==> src/rtl/bpu_loader_pkg.sv <==
// Shared types and frame constants for the BatPU2 program loader.
package bpu_loader_pkg;

   typedef enum logic [3:0] {
      ST_IDLE,
      ST_SYNC,
      ST_LEN_LO,
      ST_LEN_HI,
      ST_DATA_LO,
      ST_DATA_HI,
      ST_CHECK,
      ST_DONE,
      ST_ERROR
   } loader_state_t;

   localparam logic [7:0] LOADER_MAGIC   = 8'hB2;
   localparam int         LEN_BYTES      = 2;
   localparam int         BYTES_PER_WORD = 2;

endpackage

==> src/rtl/prog_loader.sv <==
// Byte-stream program loader: MAGIC, 16-bit LE word count, then lo/hi byte pairs into imem.
// Optional trailing checksum byte when PROG_LOADER_CHECKSUM_EN is defined.
//
// state      | meaning
// IDLE       | after reset, CPU runs from existing imem contents
// SYNC       | hunting for the MAGIC byte, other bytes dropped
// LEN_LO     | waiting for word count low byte
// LEN_HI     | waiting for word count high byte, count validated on accept
// DATA_LO    | waiting for instruction low byte
// DATA_HI    | waiting for instruction high byte, write issued on accept
// CHECK      | waiting for checksum byte (checksum build only)
// DONE       | load complete, CPU released
// ERROR      | bad length or checksum, CPU held in reset
module prog_loader
   import bpu_loader_pkg::*;
#(
   parameter int         ADDR_W = 10,
   parameter logic [7:0] MAGIC  = LOADER_MAGIC
) (
   input  logic              clk,
   input  logic              clk_en,
   input  logic              sync_rst,
   input  logic              start,
   input  logic [7:0]        rx_data,
   input  logic              rx_valid,
   output logic              rx_ready,
   output logic              imem_we,
   output logic [ADDR_W-1:0] imem_addr,
   output logic [15:0]       imem_wdata,
   output logic              cpu_hold,
   output logic              load_done,
   output logic              load_err,
   output logic [ADDR_W:0]   words_loaded
);

   loader_state_t state, state_nxt;

   logic                           accept;
   logic                           frame_start;
   logic                           len_bad;
   logic                           last_word;
   logic [LEN_BYTES*8-1:0]         len_rx;
   logic [7:0]                     len_lo;
   logic [7:0]                     lo_byte;
   logic [ADDR_W:0]                len_q;
   logic [ADDR_W-1:0]              addr;
   logic                           we_q;
   logic [8*BYTES_PER_WORD-1:0]    wdata_q;
`ifdef PROG_LOADER_CHECKSUM_EN
   logic [7:0]                     sum;
`endif

   assign rx_ready  = (state != ST_IDLE) && (state != ST_DONE) && (state != ST_ERROR);
   assign accept    = rx_valid & rx_ready & clk_en;
   assign len_rx    = {rx_data, len_lo};
   assign len_bad   = (len_rx == '0) || (32'(len_rx) > (32'd1 << ADDR_W));
   assign last_word = (words_loaded + (ADDR_W+1)'(1)) == len_q;

   // Strobe is qualified so the RAM sees exactly one enabled write cycle.
   assign imem_we    = we_q & clk_en;
   assign imem_wdata = wdata_q;

   always_ff @(posedge clk) begin
      if (sync_rst)
         state <= ST_IDLE;
      else if (clk_en)
         state <= state_nxt;
   end

   always_comb begin
      state_nxt   = state;
      frame_start = 1'b0;
      case (state)
         ST_IDLE, ST_DONE, ST_ERROR: begin
            if (start) begin
               state_nxt   = ST_SYNC;
               frame_start = 1'b1;
            end
         end
         ST_SYNC:    if (accept && rx_data == MAGIC) state_nxt = ST_LEN_LO;
         ST_LEN_LO:  if (accept) state_nxt = ST_LEN_HI;
         ST_LEN_HI:  if (accept) state_nxt = len_bad ? ST_ERROR : ST_DATA_LO;
         ST_DATA_LO: if (accept) state_nxt = ST_DATA_HI;
         ST_DATA_HI: begin
            if (accept) begin
`ifdef PROG_LOADER_CHECKSUM_EN
               state_nxt = last_word ? ST_CHECK : ST_DATA_LO;
`else
               state_nxt = last_word ? ST_DONE : ST_DATA_LO;
`endif
            end
         end
`ifdef PROG_LOADER_CHECKSUM_EN
         ST_CHECK:   if (accept) state_nxt = (rx_data == sum) ? ST_DONE : ST_ERROR;
`endif
         default:    state_nxt = ST_IDLE;
      endcase
   end

   always_ff @(posedge clk) begin
      if (sync_rst) begin
         cpu_hold     <= 1'b0;
         load_done    <= 1'b0;
         load_err     <= 1'b0;
         words_loaded <= '0;
         addr         <= '0;
         len_lo       <= '0;
         len_q        <= '0;
         lo_byte      <= '0;
         we_q         <= 1'b0;
         imem_addr    <= '0;
         wdata_q      <= '0;
`ifdef PROG_LOADER_CHECKSUM_EN
         sum          <= '0;
`endif
      end else if (clk_en) begin
         we_q <= 1'b0;
         if (frame_start) begin
            cpu_hold     <= 1'b1;
            load_done    <= 1'b0;
            load_err     <= 1'b0;
            words_loaded <= '0;
            addr         <= '0;
`ifdef PROG_LOADER_CHECKSUM_EN
            sum          <= '0;
`endif
         end else begin
            // Release lags entry to DONE by one cycle so it trails the last write strobe.
            if (state == ST_DONE) begin
               cpu_hold  <= 1'b0;
               load_done <= 1'b1;
            end
            if (state_nxt == ST_ERROR)
               load_err <= 1'b1;
            if (accept) begin
               case (state)
                  ST_LEN_LO: len_lo <= rx_data;
                  ST_LEN_HI: len_q  <= len_rx[ADDR_W:0];
                  ST_DATA_LO: begin
                     lo_byte <= rx_data;
`ifdef PROG_LOADER_CHECKSUM_EN
                     sum     <= sum + rx_data;
`endif
                  end
                  ST_DATA_HI: begin
                     we_q         <= 1'b1;
                     imem_addr    <= addr;
                     wdata_q      <= {rx_data, lo_byte};
                     addr         <= addr + 1'b1;
                     words_loaded <= words_loaded + (ADDR_W+1)'(1);
`ifdef PROG_LOADER_CHECKSUM_EN
                     sum          <= sum + rx_data;
`endif
                  end
                  default: ;
               endcase
            end
         end
      end
   end

endmodule

==> config.mk <==
export PLATFORM = sky130hd
export DESIGN_NAME = prog_loader
export DESIGN_NICKNAME = d
export VERILOG_FILES = /design/src/rtl/bpu_loader_pkg.sv /design/src/rtl/prog_loader.sv
export SDC_FILE = /design/constraint.sdc
export NUM_CORES = 1
export LEC_CHECK = 0
export CORE_ASPECT_RATIO = 0.7
export CORE_MARGIN = 3
export CORE_UTILIZATION = 61
export CTS_BUF_LIST = sky130_fd_sc_hd__clkbuf_8
export CTS_CLUSTER_SIZE = 12
export DETAILED_ROUTE_END_ITERATION = 6
export GPL_TIMING_DRIVEN = 0
export PLACE_DENSITY = 0.93
export SLEW_MARGIN = 25
export SYNTH_ARGS = -nofsm -noshare
export SYNTH_HDL_FRONTEND = slang
export SYNTH_SLANG_ARGS = --single-unit
export TNS_END_PERCENT = 100
==> constraint.sdc <==
create_clock -name clk -period 4.6 [get_ports clk]
set_clock_uncertainty 0.2 [all_clocks]
set_input_delay 0.92 -clock clk [delete_from_list [all_inputs] [get_ports clk]]
set_output_delay 0.92 -clock clk [all_outputs]
set_load 0.005 [all_outputs]
==> run_results.csv <==
group,metric,value,unit
placement,dp_slack,1.01,ns
floorplan,die_x,101,um
drt,antenna_left,0,
logic_synthesis,synth-main-ff-cell,"dfxtp_1",
timing,hold_viol,0,
min_path,whs_path_depth,2,
grt,overflow,0,
timing,worst_pin_slew,0.651,ns
logic_synthesis,synthTopCellsByArea,"dfxtp_1 43%, a21oi_1 6.7%, nand2_1 6.7%",
critical_path,crit_chain,"clkdlybuf4s50_1 > clkbuf_1 > and2_1 > clkdlybuf4s50_1",
grt,grt_pass1_wl,17.8,mm
cells_and_area,fillers,420,
logic_synthesis,yosys.area.top_type,"dfxtp_1",
cells_and_area,areaGrowthSynthToFinish,21.4,%
critical_path,r2r_cells,8,
critical_path,crit_start,"clk_en",
logic_synthesis,synth-edff-count,0,
drt,drt-vias-per-instance,6.27,
critical_path,crit_type,"primary input to output port",
timing,hold_slack,0.259,ns
logic_synthesis,syn_area_per_cell,8.03,um2
critical_path,cp_max_fo,10,
clocking,clk_latency,0.37,ns
cells_and_area,final_core_util,0.786,
timing,max-slew-margin-rel,0.566,
cells_and_area,drive_above_1_share,0.0606,
timing,setup_slack,0.996,ns
min_path,min_path_type,"register to register",
power_and_ir_drop,ir_worst_vdd,0.204,mV
min_path,min_from,"imem_wdata[3]",
run_status,outcome,"completed",
timing,setup_tns,0,ns
drt,vias,3890,
timing,fin_crit,3.60,ns
logic_synthesis,synthesis.instances,476,
critical_path,end_kind,"output port",
cells_and_area,antenna_cells,0,
critical_path,cp.required,3.48,ns
placement,dpl.hpwl,7.83,mm
drt,drt_iter0_markers,317,
timing,grt_setup_unrepaired,"false",
clocking,cts.repair.resized,0,
logic_synthesis,yosysSeqAreaShare,0.430,
drt,totalWireLength,10.8,mm
clocking,cts_buffers,9,
critical_path,crit_arrival,2.48,ns
clocking,clock_sinks,82,
drt,wire_per_inst,17.4,um
clocking,clockBufferDepth,2,
min_path,min_to,"imem_wdata[3]",
critical_path,max_stage_delay,0.52,ns
timing,timing.fmax,0.277,GHz
floorplan,core_area,5900,um2
critical_path,crit_path_top_delay_cell,"clkdlybuf4s50_1",
logic_synthesis,ys_warn_count,0,
grt,grt_pass1_vias,3731,
floorplan,die_area,7260,um2
logic_synthesis,yosysUniqueCellTypes,52,
power_and_ir_drop,powerDensity,284,nW/um2
timing,report.final.slew_viol_count,0,
run,drv_cap,0,
timing,final-setup-viol-count,0,
clocking,clk_pin_slew,0.09,ns
logic_synthesis,ys_async_sr_fraction,0,
logic_synthesis,synth.ff_latch_count,82,
grt,grt_max_degree,18,
cells_and_area,layout.nets,555,
placement,gp_congestion,0.927,
timing,fin_crit_sh,0.784,
drt,drt-pass1-iter-count,6,
power_and_ir_drop,p_leak,1.68,nW
floorplan,start_util,0.648,
floorplan,die_y,72.2,um
critical_path,crit_top_cell,"clkdlybuf4s50_1",
critical_path,worst_setup_path_start_kind,"primary input",
clocking,clockRootBuffer,"clkbuf_8",
critical_path,r2r_start,"state[0]",
critical_path,r2r-end,"words_loaded[9]",
clocking,cts_max_level,3,
grt,grt_use_total,0.313,
clocking,cts_tree,"yes",
clocking,postCtsSetupBuffers,0,
drt,drc,0,
clocking,hold_buffers,0,
logic_synthesis,synth.top_cell.area_share,0.430,
logic_synthesis,netlist_area,3820,um2
critical_path,r2r_slack,1.89,ns
grt,antenna_found_initial,0,
floorplan,num_rows,23,
floorplan,io_pins,55,
power_and_ir_drop,power.total,1.32,mW
logic_synthesis,synth_fp_nets,491,
placement,port_buffers,53,
## layout make-up
class / instances / area [um2] / area share
Inverter: 7 / 26.3 / 0.00567
Timing Repair Buffer: 53 / 531 / 0.114
Tap cell: 75 / 93.8 / 0.0202
Clock buffer: 9 / 124 / 0.0267
Clock inverter: 7 / 67.6 / 0.0146
Sequential cell: 82 / 1640 / 0.354
Buffer: 36 / 159 / 0.0343
Multi-Input combinational cell: 351 / 1990 / 0.430
## critical path: cells and delay by family
kind,cells,cell delay [ns]
buffers and inverters,3,1.37
AND/OR/NAND/NOR,1,0.19
## cell families after synthesis
logic type,after synthesis,synth area share
AO/OA/AOI/OAI,105,0.164
AND/OR/NAND/NOR,207,0.258
buffers and inverters,43,0.0485
XOR/XNOR,12,0.0275
multiplexers,25,0.0655
adder cells (fa/ha/maj),2,0.00655
flip-flops,82,0.430
## layout by cell type, fill, tap and decap left out, types with 4 or more instances in the layout
cell,n
nand4_1,6
xor2_1,5
nor4_1,5
dfxtp_1,82
clkbuf_1,24
nor3_1,4
a21oi_1,51
nor2_1,68
a211oi_1,5
clkdlybuf4s50_1,53
buf_2,10
o21ai_0,17
o2111ai_1,4
a31oi_1,6
inv_1,7
clkbuf_8,9
nand3_1,13
or3_1,7
nand2_1,68
and2_1,7
nor2b_1,5
xnor2_1,7
and3_1,5
mux2i_1,25
## where the power goes
group          switching (mW)  internal, mW  leakage, nW
logic                  0.0521        0.0279        0.921
clock network           0.310         0.213       0.0966
registers             0.00266         0.712        0.661
## how the worst max path moves through the flow
stage	end	slack, ns
CTS	imem_we	1.01
global placement	imem_we	1.0
global route	imem_we	0.93
floorplan	load_err	2.13
detailed placement	imem_we	1.01
finish	imem_we	1.0
## synth_stat cells, types with 2 or more instances
library cell and instances:
a211oi_1 5, a21oi_1 51, a22oi_1 3, a311oi_1 3, a31oi_1 6, a41oi_1 2
and2_1 7, and3_1 5, and4_1 3, buf_2 10, clkbuf_1 24, dfxtp_1 82
ha_1 2, inv_1 7, mux2i_1 25, nand2_1 68, nand3_1 13, nand3b_1 2
nand4_1 6, nand4bb_1 2, nor2_1 68, nor2b_1 5, nor3_1 4, nor4_1 5
o2111ai_1 4, o211ai_1 3, o21a_1 3, o21ai_0 17, or3_1 7, or4b_1 2
xnor2_1 7, xor2_1 5
## per-stage QoR
| stage | cells | cell area, um2 |
|---|---|---|
| 6_report | 620 | 4640 |
| 5_1_grt | 620 | 4640 |
| 4_1_cts | 620 | 4640 |
| 3_5_place_dp | 604 | 4440 |
| 3_3_place_gp | 604 | 4440 |
| 2_1_floorplan | 476 | 3820 |
## flip-flops by register name (all words and copies together) (netlist names)
register / count
addr: 10
cpu_hold: 1
imem_addr: 10
imem_wdata: 16
len_lo: 8
len_q: 11
lo_byte: 8
load_done: 1
load_err: 1
state: 4
we_q: 1
words_loaded: 11
## metal layers
layer | part of all wire | global-route usage | vias up
met1 | 0.42 | 0.419 | 1846
li1 | - | - | 1789
met4 | 0.022 | 0.121 | 0
met2 | 0.47 | 0.492 | 223
met3 | 0.088 | 0.0759 | 32
met5 | 0 | 0 | -
Note: power is estimated with default switching activity, not from simulation.
